===== config.mk =====
export PLATFORM = sky130hd
export DESIGN_NAME = if_fetch_unit_flat
export DESIGN_NICKNAME = d
export VERILOG_FILES = /design/src/rtl/if_fetch_unit_pkg.sv /design/src/rtl/if_fetch_unit_if.sv /design/src/rtl/if_fetch_fifo.sv /design/src/rtl/if_fetch_unit.sv /design/src/flat_wrapper.sv
export SDC_FILE = /design/constraint.sdc
export NUM_CORES = 1
export LEC_CHECK = 0
export CORE_MARGIN = 1
export CORE_UTILIZATION = 47
export CTS_CLUSTER_SIZE = 40
export DETAILED_ROUTE_END_ITERATION = 7
export GPL_ROUTABILITY_DRIVEN = 0
export GPL_TIMING_DRIVEN = 1
export PLACE_DENSITY = 0.76
export SLEW_MARGIN = 10
export SYNTH_ARGS = -nofsm -noshare
export SYNTH_HDL_FRONTEND = slang
export SYNTH_SLANG_ARGS = --single-unit

===== constraint.sdc =====
create_clock -name clk -period 8.4 [get_ports clk]
set_clock_uncertainty 0.05 [all_clocks]
set_input_delay 1.68 -clock clk [delete_from_list [all_inputs] [get_ports clk]]
set_output_delay 1.68 -clock clk [all_outputs]
set_load 0.1 [all_outputs]

===== src/rtl/if_fetch_unit_pkg.sv =====
// Fetch stage shared types and constants.
// Word type, NOP encoding, FSM states, buffer entry.
package if_fetch_unit_pkg;

  typedef logic [31:0] word_t;

  localparam word_t INS_NOP = 32'h0000_0013;
  localparam word_t PC_STEP = 32'd4;

  typedef enum logic [1:0] {
    S_IDLE  = 2'd0,
    S_RUN   = 2'd1,
    S_DRAIN = 2'd2
  } fetch_state_e;

  typedef struct packed {
    word_t addr;
    word_t ins;
  } fetch_entry_t;

  function automatic word_t word_align(
    input word_t a
  );
    return {a[31:2], 2'b00};
  endfunction

endpackage


===== src/rtl/if_fetch_unit_if.sv =====
// Fetch stage buses: imem req/gnt/rvalid and IF/ID valid/ready.
// master = fetch unit, slave = memory + decode side.
interface if_fetch_unit_if;
  import if_fetch_unit_pkg::*;

  logic  if2mem_req_o;
  word_t if2mem_addr_o;
  logic  mem2if_gnt_i;
  logic  mem2if_rvalid_i;
  word_t mem2if_rdata_i;
  logic  if2ifid_valid_o;
  word_t if2ifid_ins_o;
  word_t if2ifid_addr_o;
  logic  ifid2if_ready_i;

  modport master (
    output if2mem_req_o,
    output if2mem_addr_o,
    input  mem2if_gnt_i,
    input  mem2if_rvalid_i,
    input  mem2if_rdata_i,
    output if2ifid_valid_o,
    output if2ifid_ins_o,
    output if2ifid_addr_o,
    input  ifid2if_ready_i
  );

  modport slave (
    input  if2mem_req_o,
    input  if2mem_addr_o,
    output mem2if_gnt_i,
    output mem2if_rvalid_i,
    output mem2if_rdata_i,
    input  if2ifid_valid_o,
    input  if2ifid_ins_o,
    input  if2ifid_addr_o,
    output ifid2if_ready_i
  );

endinterface


===== src/rtl/if_fetch_fifo.sv =====
// Fetch buffer: small sync FIFO of {addr,ins} entries.
// Flush wins over push/pop; push+pop when full is legal.
module if_fetch_fifo
  import if_fetch_unit_pkg::*;
#(
  parameter int DEPTH = 2,
  localparam int CW = $clog2(DEPTH + 1)
) (
  input  logic         clk,
  input  logic         rst_n,
  input  logic         push,
  input  logic         pop,
  input  logic         flush,
  input  fetch_entry_t wdata,
  output fetch_entry_t rdata,
  output logic [CW-1:0] count,
  output logic         empty,
  output logic         full
);

  localparam int AW = (DEPTH > 1) ? $clog2(DEPTH) : 1;

  fetch_entry_t  mem [DEPTH];
  logic [AW-1:0] wr_ptr;
  logic [AW-1:0] rd_ptr;
  logic          do_push;
  logic          do_pop;

  function automatic logic [AW-1:0] inc(
    input logic [AW-1:0] p
  );
    return (p == AW'(DEPTH - 1)) ? '0 : p + 1'b1;
  endfunction

  assign empty   = (count == '0);
  assign full    = (count == CW'(DEPTH));
  assign do_pop  = pop && !empty;
  assign do_push = push && (!full || do_pop);
  assign rdata   = mem[rd_ptr];

  // Payload storage needs no reset; count guards reads.
  always_ff @(posedge clk) begin
    if (do_push && !flush) mem[wr_ptr] <= wdata;
  end

  // Pointer and occupancy bookkeeping.
  always_ff @(posedge clk or negedge rst_n) begin
    if (!rst_n) begin
      wr_ptr <= '0;
      rd_ptr <= '0;
      count  <= '0;
    end else if (flush) begin
      wr_ptr <= '0;
      rd_ptr <= '0;
      count  <= '0;
    end else begin
      if (do_push) wr_ptr <= inc(wr_ptr);
      if (do_pop)  rd_ptr <= inc(rd_ptr);
      case ({do_push, do_pop})
        2'b10:   count <= count + 1'b1;
        2'b01:   count <= count - 1'b1;
        default: count <= count;
      endcase
    end
  end

endmodule


===== src/rtl/if_fetch_unit.sv =====
// Instruction fetch stage: PC, imem handshake, fetch buffer.
// Redirects flush the buffer and drop wrong-path responses.
module if_fetch_unit
  import if_fetch_unit_pkg::*;
#(
  parameter word_t RESET_PC   = 32'h0000_0000,
  parameter int    FIFO_DEPTH = 2
) (
  input  logic                   clk,
  input  logic                   rst_n,
  if_fetch_unit_if.master        bus,
  input  logic                   ex2if_jump_en_i,
  input  word_t                  ex2if_jump_addr_i
);

  localparam int CW = $clog2(FIFO_DEPTH + 1);
  localparam int SW = CW + 2;

  fetch_state_e  state;
  word_t         pc;
  word_t         resp_pc;
  word_t         target;
  logic [CW-1:0] outstanding;
  logic [CW-1:0] drop_cnt;
  logic [CW-1:0] out_nxt;
  logic [CW-1:0] drop_nxt;
  logic [CW-1:0] fifo_cnt;
  logic [SW-1:0] inflight;
  logic          fifo_empty;
  logic          fifo_full;
  logic          jump;
  logic          issue;
  logic          fire;
  logic          rv_live;
  logic          rv_drop;
  logic          push;
  logic          pop;
  fetch_entry_t  head;
  fetch_entry_t  push_data;

  assign jump     = ex2if_jump_en_i;
  assign target   = word_align(ex2if_jump_addr_i);
  assign inflight = SW'(outstanding) + SW'(drop_cnt)
                  + SW'(fifo_cnt);

  // Every issued word is guaranteed a buffer slot.
  assign issue = (state != S_IDLE) && !jump && !fifo_full
              && (inflight < SW'(FIFO_DEPTH));
  assign fire  = issue && bus.mem2if_gnt_i;

  // rvalid with nothing tracked is stale (pre-reset).
  assign rv_live = bus.mem2if_rvalid_i
                && (outstanding != '0 || drop_cnt != '0);
  assign rv_drop = rv_live && (drop_cnt != '0);
  assign push    = rv_live && (drop_cnt == '0) && !jump;
  assign pop     = !fifo_empty && bus.ifid2if_ready_i
                && !jump;

  // Buffer entry tagged with the in-order response PC.
  always_comb begin
    push_data      = '0;
    push_data.addr = resp_pc;
    push_data.ins  = bus.mem2if_rdata_i;
  end

  // Next outstanding / drop counts.
  always_comb begin
    out_nxt  = outstanding;
    drop_nxt = drop_cnt;
    unique case (1'b1)
      jump: begin
        out_nxt  = '0;
        drop_nxt = drop_cnt + outstanding - CW'(rv_live);
      end
      !jump: begin
        out_nxt  = outstanding + CW'(fire) - CW'(push);
        drop_nxt = drop_cnt - CW'(rv_drop);
      end
    endcase
  end

  // Fetch FSM and in-flight counters.
  always_ff @(posedge clk or negedge rst_n) begin
    if (!rst_n) begin
      state       <= S_IDLE;
      outstanding <= '0;
      drop_cnt    <= '0;
    end else begin
      outstanding <= out_nxt;
      drop_cnt    <= drop_nxt;
      unique case (state)
        S_IDLE:  state <= S_RUN;
        S_RUN:   if (jump && drop_nxt != '0) state <= S_DRAIN;
        S_DRAIN: if (!jump && drop_nxt == '0) state <= S_RUN;
        default: state <= S_IDLE;
      endcase
    end
  end

  // Fetch PC and response-tag PC.
  always_ff @(posedge clk or negedge rst_n) begin
    if (!rst_n) begin
      pc      <= RESET_PC;
      resp_pc <= RESET_PC;
    end else if (jump) begin
      pc      <= target;
      resp_pc <= target;
    end else begin
      if (fire) pc      <= pc + PC_STEP;
      if (push) resp_pc <= resp_pc + PC_STEP;
    end
  end

  if_fetch_fifo #(
    .DEPTH (FIFO_DEPTH)
  ) u_fifo (
    .clk   (clk),
    .rst_n (rst_n),
    .push  (push),
    .pop   (pop),
    .flush (jump),
    .wdata (push_data),
    .rdata (head),
    .count (fifo_cnt),
    .empty (fifo_empty),
    .full  (fifo_full)
  );

  assign bus.if2mem_req_o    = issue;
  assign bus.if2mem_addr_o   = pc;
  assign bus.if2ifid_valid_o = !fifo_empty;
  assign bus.if2ifid_ins_o   = fifo_empty ? INS_NOP : head.ins;
  assign bus.if2ifid_addr_o  = fifo_empty ? '0 : head.addr;

endmodule

===== src/flat_wrapper.sv =====
// flat-port wrapper written by rule: the top's interface ports become plain ports
module if_fetch_unit_flat import if_fetch_unit_pkg::*;
#(
  parameter word_t RESET_PC   = 32'h0000_0000,
  parameter int    FIFO_DEPTH = 2
)
  (clk, rst_n, ex2if_jump_en_i, ex2if_jump_addr_i, bus_if2mem_req_o, bus_if2mem_addr_o, bus_mem2if_gnt_i, bus_mem2if_rvalid_i, bus_mem2if_rdata_i, bus_if2ifid_valid_o, bus_if2ifid_ins_o, bus_if2ifid_addr_o, bus_ifid2if_ready_i);
  if_fetch_unit_if bus_i ();
  input  logic clk;
  input  logic rst_n;
  input  logic ex2if_jump_en_i;
  input  word_t ex2if_jump_addr_i;
  output wire logic [$bits(bus_i.if2mem_req_o)-1:0] bus_if2mem_req_o;
  output wire logic [$bits(bus_i.if2mem_addr_o)-1:0] bus_if2mem_addr_o;
  input wire logic [$bits(bus_i.mem2if_gnt_i)-1:0] bus_mem2if_gnt_i;
  input wire logic [$bits(bus_i.mem2if_rvalid_i)-1:0] bus_mem2if_rvalid_i;
  input wire logic [$bits(bus_i.mem2if_rdata_i)-1:0] bus_mem2if_rdata_i;
  output wire logic [$bits(bus_i.if2ifid_valid_o)-1:0] bus_if2ifid_valid_o;
  output wire logic [$bits(bus_i.if2ifid_ins_o)-1:0] bus_if2ifid_ins_o;
  output wire logic [$bits(bus_i.if2ifid_addr_o)-1:0] bus_if2ifid_addr_o;
  input wire logic [$bits(bus_i.ifid2if_ready_i)-1:0] bus_ifid2if_ready_i;
  assign bus_if2mem_req_o = bus_i.if2mem_req_o;
  assign bus_if2mem_addr_o = bus_i.if2mem_addr_o;
  assign bus_i.mem2if_gnt_i = bus_mem2if_gnt_i;
  assign bus_i.mem2if_rvalid_i = bus_mem2if_rvalid_i;
  assign bus_i.mem2if_rdata_i = bus_mem2if_rdata_i;
  assign bus_if2ifid_valid_o = bus_i.if2ifid_valid_o;
  assign bus_if2ifid_ins_o = bus_i.if2ifid_ins_o;
  assign bus_if2ifid_addr_o = bus_i.if2ifid_addr_o;
  assign bus_i.ifid2if_ready_i = bus_ifid2if_ready_i;
  if_fetch_unit #(.RESET_PC(RESET_PC), .FIFO_DEPTH(FIFO_DEPTH)) u_core (.clk(clk), .rst_n(rst_n), .bus(bus_i), .ex2if_jump_en_i(ex2if_jump_en_i), .ex2if_jump_addr_i(ex2if_jump_addr_i));
endmodule

==> reports/metrics.csv, run 1 <==
stage;metric;value;unit
floorplanning;IO Count;168;
sta;final setup vio count;0;
pwr;Peak supply drop;163;uV
sta;final worst path period need;5.61;ns
grt;Tot GR Track Use;20.2;%
grt;vias in the first global route;5752;
floorplanning;Row Count;49;
clock_tree;worst-skew pair later-pin latency;0.42;ns
final_layout;Final Util;61.9;%
final_layout;Nets;946;
setup_path;CP peak stage delay;1.13;ns
detailed_routing;Detailed Route WL;19200;microns
clock_tree;number of clock sinks;194;
synth;EDFF count, synth;124;
min_path;worst hold path type;flop to flop;
grt;initial antenna violation count;0;
detailed_routing;DR iter-0 viols;319;
clock_tree;CTS Root Cell;clkbuf_16;
setup_path;CP Launch Type;flop;
detailed_routing;drt wl/cell;17.4;microns
grt;global-route wire length before repair;30600;microns
detailed_routing;DR vias;6070;
floorplanning;chip width;140;microns
pwr;Leakage Power;0.00387;uW
run;Max Cap Viol;0;
min_path;Hold Path Stages;0;
detailed_routing;detailed-router iteration count before antenna repair;5;
sta;final hold vios;0;
final_layout;layout cell share with drive strength beyond 1;9.24;%
final_layout;Area growth, synth to finish;27.0;%
clock_tree;Hold Buf Count CTS;0;
setup_path;FF-to-FF path depth;9;
sta;Worst Max-Slew Pin Slew;1.14;ns
synth;Warnings, synthesis;0;
synth;largest cells by area after synthesis;edfxtp_1, dfrtp_1, mux2i_1;
sta;Achievable Freq;0.178;GHz
detailed_routing;Post-route DRC;0;
grt;GR Overflow Total;0;
floorplanning;Die ar.;19500;sq um
clock_tree;CTS Buf Count;17;
sta;RSZ-0062 raised after global routing;no;
min_path;critical hold path startpoint;u_core.resp_pc[22]$_DFFE_PN0N_;
placement;Post-DP HPWL;12700;microns
clock_tree;CTS resizes;0;
synth;Primary FF master, synth;edfxtp_1;
setup_path;Critical Path RT;6.67;ns
sta;Final period util;66.8;%
sta;Slew headroom;23.8;%
clock_tree;H-Tree Depth;4;
synth;sequential area share after synthesis;61.5;%
detailed_routing;Post-DRT Antenna Nets;0;
setup_path;R2R setup slack;4.42;ns
floorplanning;area of the core;18300;sq um
sta;setup_tns;0;ns
floorplanning;Die Ht;140;microns
synth;post-synth top area share;41.8;%
synth;ys async rst share;36.1;%
synth;Avg Inst Size Synth;12.5;sq um
clock_tree;TritonCTS clock tree;yes;
clock_tree;setup bufs post-CTS;0;
synth;Yosys reg bits;194;
clock_tree;clk slew on worst S/H paths;0.07;ns
min_path;Worst Hold Path EP;u_core.u_fifo.mem[1][54]$_DFFE_PP_;
final_layout;Storage cell area;5480;sq um
setup_path;Worst EP arrival;3.88;ns
pwr;Power Density;214;nW/um^2
setup_path;crit path cell chain;ha_1, fa_1, inv_1, fa_1, o21ai_0, nor3_1, and3_1, clkdlybuf4s50_1;
final_layout;multi-input logic area;3260;sq um
synth;Gate Count Post-Synth;710;
setup_path;CP dominant cell by count;fa_1;
outcome;status;finished clean;
setup_path;FF-to-FF End;u_core.bus.if2mem_addr_o[30]$_DFFE_PN0P_;
floorplanning;starting density of the core;48.7;%
final_layout;Filler cells;1473;
setup_path;worst r2r src;u_core.drop_cnt[0]$_DFF_PN0_;
clock_tree;Clock Path Buffers;2;
grt;largest net degree at the start of global routing;71;
setup_path;Crit-path slowest cell;clkdlybuf4s50_1;
setup_path;CP max FO;5;
synth;post-synthesis cell type count;52;
final_layout;diode count;0;
setup_path;WS Path Type;flop to output pin;
setup_path;Worst Setup End Kind;output pin;
detailed_routing;drt via density;5.49;
sta;max-slew violations;0;
synth;Mapped Area;8900;sq um
placement;I/O Buffers;161;
synth;Yosys top cell by area;edfxtp_1;
==> report_power, final <==
| group | switching, uW | internal [uW] | total (uW) |
|---|---|---|---|
| Clock | 335 | 410 | 746 |
| Sequential | 69.7 | 1070 | 1140 |
| Combinational | 358 | 174 | 532 |
| Total | 763 | 1660 | 2420 |
==> worst max-delay path: cells and delay by family (launching register included) <==
kind            cells  cell delay [ns]
flops               1             0.43
simple gates        2             0.44
compound gates      1             0.16
fa+ha+maj           3             1.23
buf+inv             2             1.19
==> cells in the final DEF, fill, tap and decap left out, types with 7 or more instances in the layout <==
master,n
o21ai_0,13
clkbuf_16,18
ha_1,10
and3_1,9
nand2_1,37
nor2b_1,7
mux2i_1,64
mux2_2,28
a21oi_1,13
nand3_1,27
nor4_1,7
or4_1,7
edfxtp_1,124
dfrtp_1,69
xnor2_1,33
buf_4,9
nor2_1,91
clkdlybuf4s50_1,160
xor2_1,14
nor3_1,8
inv_1,15
nand4_1,28
==> Yosys cell counts (all sizes together) (14+ instances only) <==
cell type	instances
nand3	27
xor2	14
clkbuf	25
mux2i	64
dfrtp	70
xnor2	33
nand4	30
nand2	37
inv	16
nor2	92
edfxtp	124
mux2	28
==> metal layers <==
layer  wire length [microns]  vias to the layer above  track usage, %
met5                       0                        -               0
met4                     214                        0            6.48
met3                    1260                       15            3.72
met2                    8810                      217            31.2
met1                    8930                     2938            29.0
li1                        -                     2900               -
==> stage by stage <==
| stage | cell area [sq um] | std cells | hold WS, ns | setup slack, ns | total power, uW |
|---|---|---|---|---|---|
| floorplan | 8930 | 713 | 0.414 | 1.84 | 1530 |
| global placement | 10800 | 1074 | 0.433 | 2.92 | 1680 |
| detailed placement | 10800 | 1074 | 0.442 | 2.93 | 1690 |
| CTS | 11300 | 1106 | 0.462 | 2.77 | 2440 |
| global route | 11300 | 1106 | 0.480 | 2.57 | 2520 |
| finish | 11300 | 1106 | 0.457 | 2.79 | 2420 |
==> cells by family after synthesis <==
group                      Yosys count  synth area share, %
AOI/OAI and AO/OA                   57                 4.12
adders and majority gates           12                 1.86
xor gates and xnor gates            47                 4.62
and+or+nand+nor                    253                 14.7
muxes                               92                 10.7
other                                1               0.0421
DFF                                194                 61.5
buffers and inverters               54                 2.46
==> area by class of cell <==
cell class / count / area share, %
clock buffer: 23 / 4.33
clock inverter: 9 / 0.454
tap: 229 / 2.54
inverter: 16 / 0.531
multi-input combinational: 465 / 28.9
sequential: 194 / 48.5
timing repair buffer: 170 / 14.8
==> registers in the layout, summed over array words and instances (netlist names) <==
name / cells
u_core.drop_cnt: 2
u_core.outstanding: 2
u_core.u_fifo.rd_ptr: 1
u_core.u_fifo.mem: 124
u_core.state: 2
u_core.resp_pc: 30
u_core.u_fifo.count: 2
u_core.bus.if2mem_addr_o: 30
u_core.u_fifo.wr_ptr: 1
==> how the worst max path moves through the flow <==
stage	from	slack, ns	cells past startpoint	end
2_1_floorplan	bus_mem2if_rvalid_i	1.84	4	u_core.u_fifo.mem[0][0]$_DFFE_PP_
3_3_place_gp	ex2if_jump_en_i	2.92	5	bus_if2mem_req_o
3_5_place_dp	ex2if_jump_en_i	2.93	5	bus_if2mem_req_o
4_1_cts	u_core.drop_cnt[0]$_DFF_PN0_	2.77	8	bus_if2mem_req_o
5_1_grt	u_core.drop_cnt[0]$_DFF_PN0_	2.57	8	bus_if2mem_req_o
6_report	u_core.drop_cnt[0]$_DFF_PN0_	2.79	8	bus_if2mem_req_o
No activity file was read; power rests on OpenSTA's default activity.
==> run 2: changes to the inputs <==
==> constraint.sdc (replaced) <==
create_clock -name clk -period 4.64 [get_ports clk]
set_clock_uncertainty 0.05 [all_clocks]
set_input_delay 0.928 -clock clk [delete_from_list [all_inputs] [get_ports clk]]
set_output_delay 0.928 -clock clk [all_outputs]
set_load 0.1 [all_outputs]
==> reports/metrics.csv, run 2 (same netlist as run 1, synthesis figures left out) <==
stage;metric;value;unit
outcome;status;finished clean;
detailed_routing;DR iter-0 viols;334;
final_layout;design area;11200;sq um
run;Max Cap Viol;0;
final_layout;Most flops, register;u_core.u_fifo.mem;
setup_path;CP max FO;5;
detailed_routing;Post-DRT Antenna Nets;0;
floorplanning;Die ar.;19500;sq um
clock_tree;CTS Root Cell;clkbuf_16;
sta;final worst path period need;3.98;ns
setup_path;Worst Setup End Kind;output pin;
sta;RSZ-0062 raised after global routing;no;
sta;final hold vios;0;
floorplanning;Die Ht;140;microns
floorplanning;starting density of the core;48.7;%
detailed_routing;detailed-router iteration count before antenna repair;5;
min_path;worst hold path type;input pin to asynchronous set/reset pin;
final_layout;Nets;952;
clock_tree;H-Tree Depth;4;
final_layout;most frequent cells in the layout;edfxtp_1, clkdlybuf4s50_1, nor2_1, buf_4, dfrtp_1;
pwr;Power Density;399;nW/um^2
detailed_routing;drt wl/cell;17.8;microns
grt;Tot GR Track Use;20.9;%
detailed_routing;drt via density;5.48;
setup_path;R2R setup slack;1.13;ns
floorplanning;IO Count;168;
detailed_routing;Detailed Route WL;19800;microns
setup_path;FF-to-FF End;u_core.bus.if2mem_addr_o[30]$_DFFE_PN0P_;
setup_path;Critical Path RT;3.66;ns
final_layout;Area growth, synth to finish;26.2;%
setup_path;CP Launch Type;flop;
grt;global-route wire length before repair;31600;microns
clock_tree;number of clock sinks;194;
sta;Final period util;85.7;%
setup_path;crit path launch;u_core.drop_cnt[0]$_DFF_PN0_;
placement;I/O Buffers;161;
clock_tree;setup bufs post-CTS;0;
sta;Achievable Freq;0.251;GHz
final_layout;layout cell share with drive strength beyond 1;17.1;%
floorplanning;chip width;140;microns
detailed_routing;DR vias;6096;
placement;placed cell areas;10700;sq um
final_layout;diode count;0;
clock_tree;CTS resizes;0;
pwr;Peak supply drop;277;uV
clock_tree;TritonCTS clock tree;yes;
grt;initial antenna violation count;0;
clock_tree;Clock Path Buffers;2;
final_layout;most common cell after layout, fill and taps aside;edfxtp_1;
sta;Final Hold Slack;0.377;ns
grt;GR Overflow Total;0;
setup_path;worst r2r src;u_core.drop_cnt[0]$_DFF_PN0_;
sta;Slew headroom;33.2;%
pwr;Leakage Power;0.00404;uW
final_layout;max reg flops;124;
sta;final setup vio count;0;
sta;Worst Max-Slew Pin Slew;0.999;ns
grt;vias in the first global route;6046;
floorplanning;area of the core;18300;sq um
setup_path;Worst EP arrival;3.00;ns
sta;max-slew violations;0;
clock_tree;worst-skew pair later-pin latency;0.43;ns
clock_tree;clk slew on worst S/H paths;0.07;ns
detailed_routing;Post-route DRC;0;
setup_path;FF-to-FF path depth;10;
grt;largest net degree at the start of global routing;61;
final_layout;Filler cells;1482;
setup_path;WS Path Type;flop to output pin;
floorplanning;Row Count;49;
placement;Post-DP HPWL;13300;microns
clock_tree;Hold Buf Count CTS;0;
clock_tree;CTS Buf Count;17;
setup_path;CP endpoint;bus_if2mem_req_o;
-- run 2: power breakdown --
group,leakage (uW),switching [uW],internal [uW]
registers,0.00193,135,1940
clock network,0.000284,615,819
logic,0.00183,647,323
total,0.00404,1400,3080
-- run 2: routing by layer --
layer / routed length, microns / GRT usage (%)
met1: 9270 / 28.8
met2: 9270 / 33.7
met3: 1050 / 4.23
met4: 188 / 6.25
met5: 0 / 0
-- run 2: worst min path at each step --
| stage | from | to | slack, ns | cells past startpoint |
|---|---|---|---|---|
| after floorplan | u_core.resp_pc[22]$_DFFE_PN0N_ | u_core.u_fifo.mem[0][54]$_DFFE_PP_ | 0.41 | 0 |
| after global placement | u_core.resp_pc[17]$_DFFE_PN0N_ | u_core.u_fifo.mem[0][49]$_DFFE_PP_ | 0.45 | 0 |
| after detailed placement | u_core.resp_pc[17]$_DFFE_PN0N_ | u_core.u_fifo.mem[0][49]$_DFFE_PP_ | 0.45 | 0 |
| after CTS | rst_n | u_core.bus.if2mem_addr_o[16]$_DFFE_PN0P_ | 0.38 | 1 |
| after global routing | rst_n | u_core.bus.if2mem_addr_o[17]$_DFFE_PN0P_ | 0.40 | 1 |
| final | rst_n | u_core.bus.if2mem_addr_o[16]$_DFFE_PN0P_ | 0.38 | 1 |
-- run 2: worst max-delay path, stage by stage (launching register included) --
cell and delay (ns):
dfrtp_1 0.43, ha_1 0.24, fa_1 0.51, inv_1 0.06, fa_1 0.49, o21ai_0 0.16
nor3_1 0.23, and3_1 0.26, buf_12 0.19
-- run 2: per-stage QoR --
step | utilization, % | setup WS (ns) | cells | total power (uW) | TNS (ns)
3_3_place_gp | 58.3 | 1.14 | 1080 | 3060 | 0
5_1_grt | 61.5 | 0.470 | 1112 | 4650 | 0
3_5_place_dp | 58.3 | 1.12 | 1080 | 3080 | 0
6_report | 61.5 | 0.663 | 1112 | 4480 | 0
4_1_cts | 61.5 | 0.638 | 1112 | 4510 | 0
2_1_floorplan | - | -1.16 | 713 | 2780 | -143.54
-- run 2: layout make-up --
cell class | instances | area, sq um | share of cell area [%]
Tap cell | 229 | 287 | 2.55
Timing Repair Buffer | 176 | 1570 | 14.0
Inverter | 16 | 60.1 | 0.535
Clock buffer | 25 | 507 | 4.51
Multi-Input combinational cell | 465 | 3260 | 29.0
Clock inverter | 7 | 72.6 | 0.646
Sequential cell | 194 | 5480 | 48.8
==> run 3: changes to the inputs <==
--- a/config.mk
+++ b/config.mk
@@ -5,7 +5,7 @@
 export SDC_FILE = /design/constraint.sdc
 export NUM_CORES = 1
 export LEC_CHECK = 0
-export CORE_MARGIN = 1
+export CORE_MARGIN = 2
 export CORE_UTILIZATION = 47
 export CTS_CLUSTER_SIZE = 40
 export DETAILED_ROUTE_END_ITERATION = 7
==> reports/metrics.csv, run 3 (same netlist as run 1, synthesis figures left out) <==
stage;metric;value;unit
outcome;status;finished clean;
final_layout;design area;11300;sq um
final_layout;max reg flops;124;
sta;setup_tns;0;ns
sta;Worst Max-Slew Pin Slew;1.03;ns
sta;RSZ-0062 raised after global routing;no;
min_path;Hold Path Stages;0;
clock_tree;number of clock sinks;194;
floorplanning;area of the core;18600;sq um
clock_tree;setup bufs post-CTS;0;
detailed_routing;Post-route DRC;0;
clock_tree;CTS Root Cell;clkbuf_16;
sta;Slew headroom;31.2;%
final_layout;most frequent cells in the layout;clkdlybuf4s50_1, edfxtp_1, nor2_1, dfrtp_1, mux2i_1;
clock_tree;CTS resizes;0;
detailed_routing;drt via density;5.52;
setup_path;crit path launch;u_core.drop_cnt[0]$_DFF_PN0_;
sta;max-slew violations;0;
final_layout;Area growth, synth to finish;27.2;%
sta;Achievable Freq;0.250;GHz
placement;Post-DP HPWL;13400;microns
run;Max Cap Viol;0;
clock_tree;H-Tree Depth;4;
grt;initial antenna violation count;0;
pwr;Final Total Pwr;4470;uW
clock_tree;Hold Buf Count CTS;0;
grt;vias in the first global route;6067;
setup_path;Worst EP arrival;3.02;ns
detailed_routing;DR iter-0 viols;357;
min_path;Worst Hold Path EP;u_core.u_fifo.mem[0][63]$_DFFE_PP_;
placement;I/O Buffers;161;
grt;largest net degree at the start of global routing;66;
final_layout;most common cell after layout, fill and taps aside;clkdlybuf4s50_1;
setup_path;Critical Path RT;3.66;ns
detailed_routing;Post-DRT Antenna Nets;0;
setup_path;R2R setup slack;1.15;ns
floorplanning;Die ar.;20100;sq um
floorplanning;chip width;142;microns
final_layout;layout cell share with drive strength beyond 1;13.3;%
setup_path;CP max FO;5;
final_layout;Post-Layout Cell Count;1116;
detailed_routing;DR vias;6158;
pwr;Leakage Power;0.00396;uW
sta;final worst path period need;4.00;ns
min_path;worst hold path type;flop to flop;
detailed_routing;detailed-router iteration count before antenna repair;5;
clock_tree;CTS Buf Count;17;
final_layout;Nets;951;
floorplanning;IO Count;168;
grt;GR Overflow Total;0;
floorplanning;starting density of the core;47.8;%
clock_tree;worst-skew pair later-pin latency;0.44;ns
setup_path;FF-to-FF path depth;10;
setup_path;worst r2r src;u_core.drop_cnt[0]$_DFF_PN0_;
floorplanning;Row Count;50;
clock_tree;TritonCTS clock tree;yes;
placement;placed cell areas;10800;sq um
final_layout;diode count;0;
placement;dpl cells;1084;
setup_path;Worst Setup End Kind;output pin;
grt;Tot GR Track Use;20.3;%
floorplanning;Die Ht;142;microns
grt;global-route wire length before repair;31600;microns
sta;final hold vios;0;
sta;final setup vio count;0;
min_path;critical hold path startpoint;u_core.resp_pc[31]$_DFFE_PN0N_;
pwr;Power Density;394;nW/um^2
setup_path;CP Launch Type;flop;
detailed_routing;Detailed Route WL;19800;microns
final_layout;Most flops, register;u_core.u_fifo.mem;
detailed_routing;drt wl/cell;17.7;microns
pwr;Peak supply drop;296;uV
clock_tree;Clock Path Buffers;2;
setup_path;FF-to-FF End;u_core.bus.if2mem_addr_o[30]$_DFFE_PN0P_;
sta;Final period util;86.1;%
setup_path;WS Path Type;flop to output pin;
clock_tree;clk slew on worst S/H paths;0.07;ns
## run 3: cell count changes in the layout (fill, tap and decap cells not counted), moves of 2 or more
cell             previous run  this run
buf_4                      77        41
clkbuf_1                    4         1
clkbuf_8                    3         0
clkdlybuf4s50_1            97       131
clkinv_1                    0         2
clkinv_2                    1         3
clkinv_4                    1         3
inv_4                       2         0
## run 3: metal layers
layer | GRT usage (%) | routed length (microns) | vias up
met1 | 28.9 | 9180 | 2996
met5 | 0 | 0 | -
met2 | 31.1 | 8970 | 222
met3 | 4.12 | 1280 | 25
met4 | 7.16 | 338 | 0
li1 | - | - | 2915
## run 3: worst max-delay path by stage
stage / endpoint / slack (ns) / cells past startpoint
2_1_floorplan: u_core.u_fifo.mem[0][0]$_DFFE_PP_ / -1.16 / 4
3_3_place_gp: u_core.u_fifo.mem[0][25]$_DFFE_PP_ / 1.10 / 5
3_5_place_dp: u_core.u_fifo.mem[0][1]$_DFFE_PP_ / 1.07 / 5
4_1_cts: bus_if2mem_req_o / 0.61 / 8
5_1_grt: bus_if2mem_req_o / 0.48 / 8
6_report: bus_if2mem_req_o / 0.64 / 8
## run 3: critical path, cell delays in order (launching register included)
cell,delay [ns]
dfrtp_1,0.43
ha_1,0.23
fa_1,0.50
inv_1,0.06
fa_1,0.51
o21ai_0,0.16
nor3_1,0.21
and3_1,0.28
buf_12,0.20
## run 3: where the power goes
part | total [uW] | leakage [uW] | internal, uW | switching, uW
combinational | 970 | 0.00175 | 324 | 646
sequential | 2080 | 0.00193 | 1940 | 137
clock | 1420 | 0.000275 | 791 | 626
total | 4470 | 0.00396 | 3060 | 1410
## run 3: layout make-up
| type | instances | area [sq um] |
|---|---|---|
| clock buffer | 18 | 429 |
| clock inverter | 14 | 139 |
| fill | 1479 | 7320 |
| inverter | 16 | 60.1 |
| multi-input combinational | 465 | 3260 |
| sequential | 194 | 5480 |
| tap | 234 | 293 |
| timing repair buffer | 175 | 1660 |
## run 3: metrics by stage
step / hold slack [ns] / setup slack (ns) / utilization, %
3_3_place_gp: 0.436 / 1.10 / 57.7
6_report: 0.464 / 0.644 / 60.7
5_1_grt: 0.480 / 0.485 / 60.7
4_1_cts: 0.463 / 0.610 / 60.7
2_1_floorplan: 0.414 / -1.16 / -
3_5_place_dp: 0.446 / 1.07 / 57.7
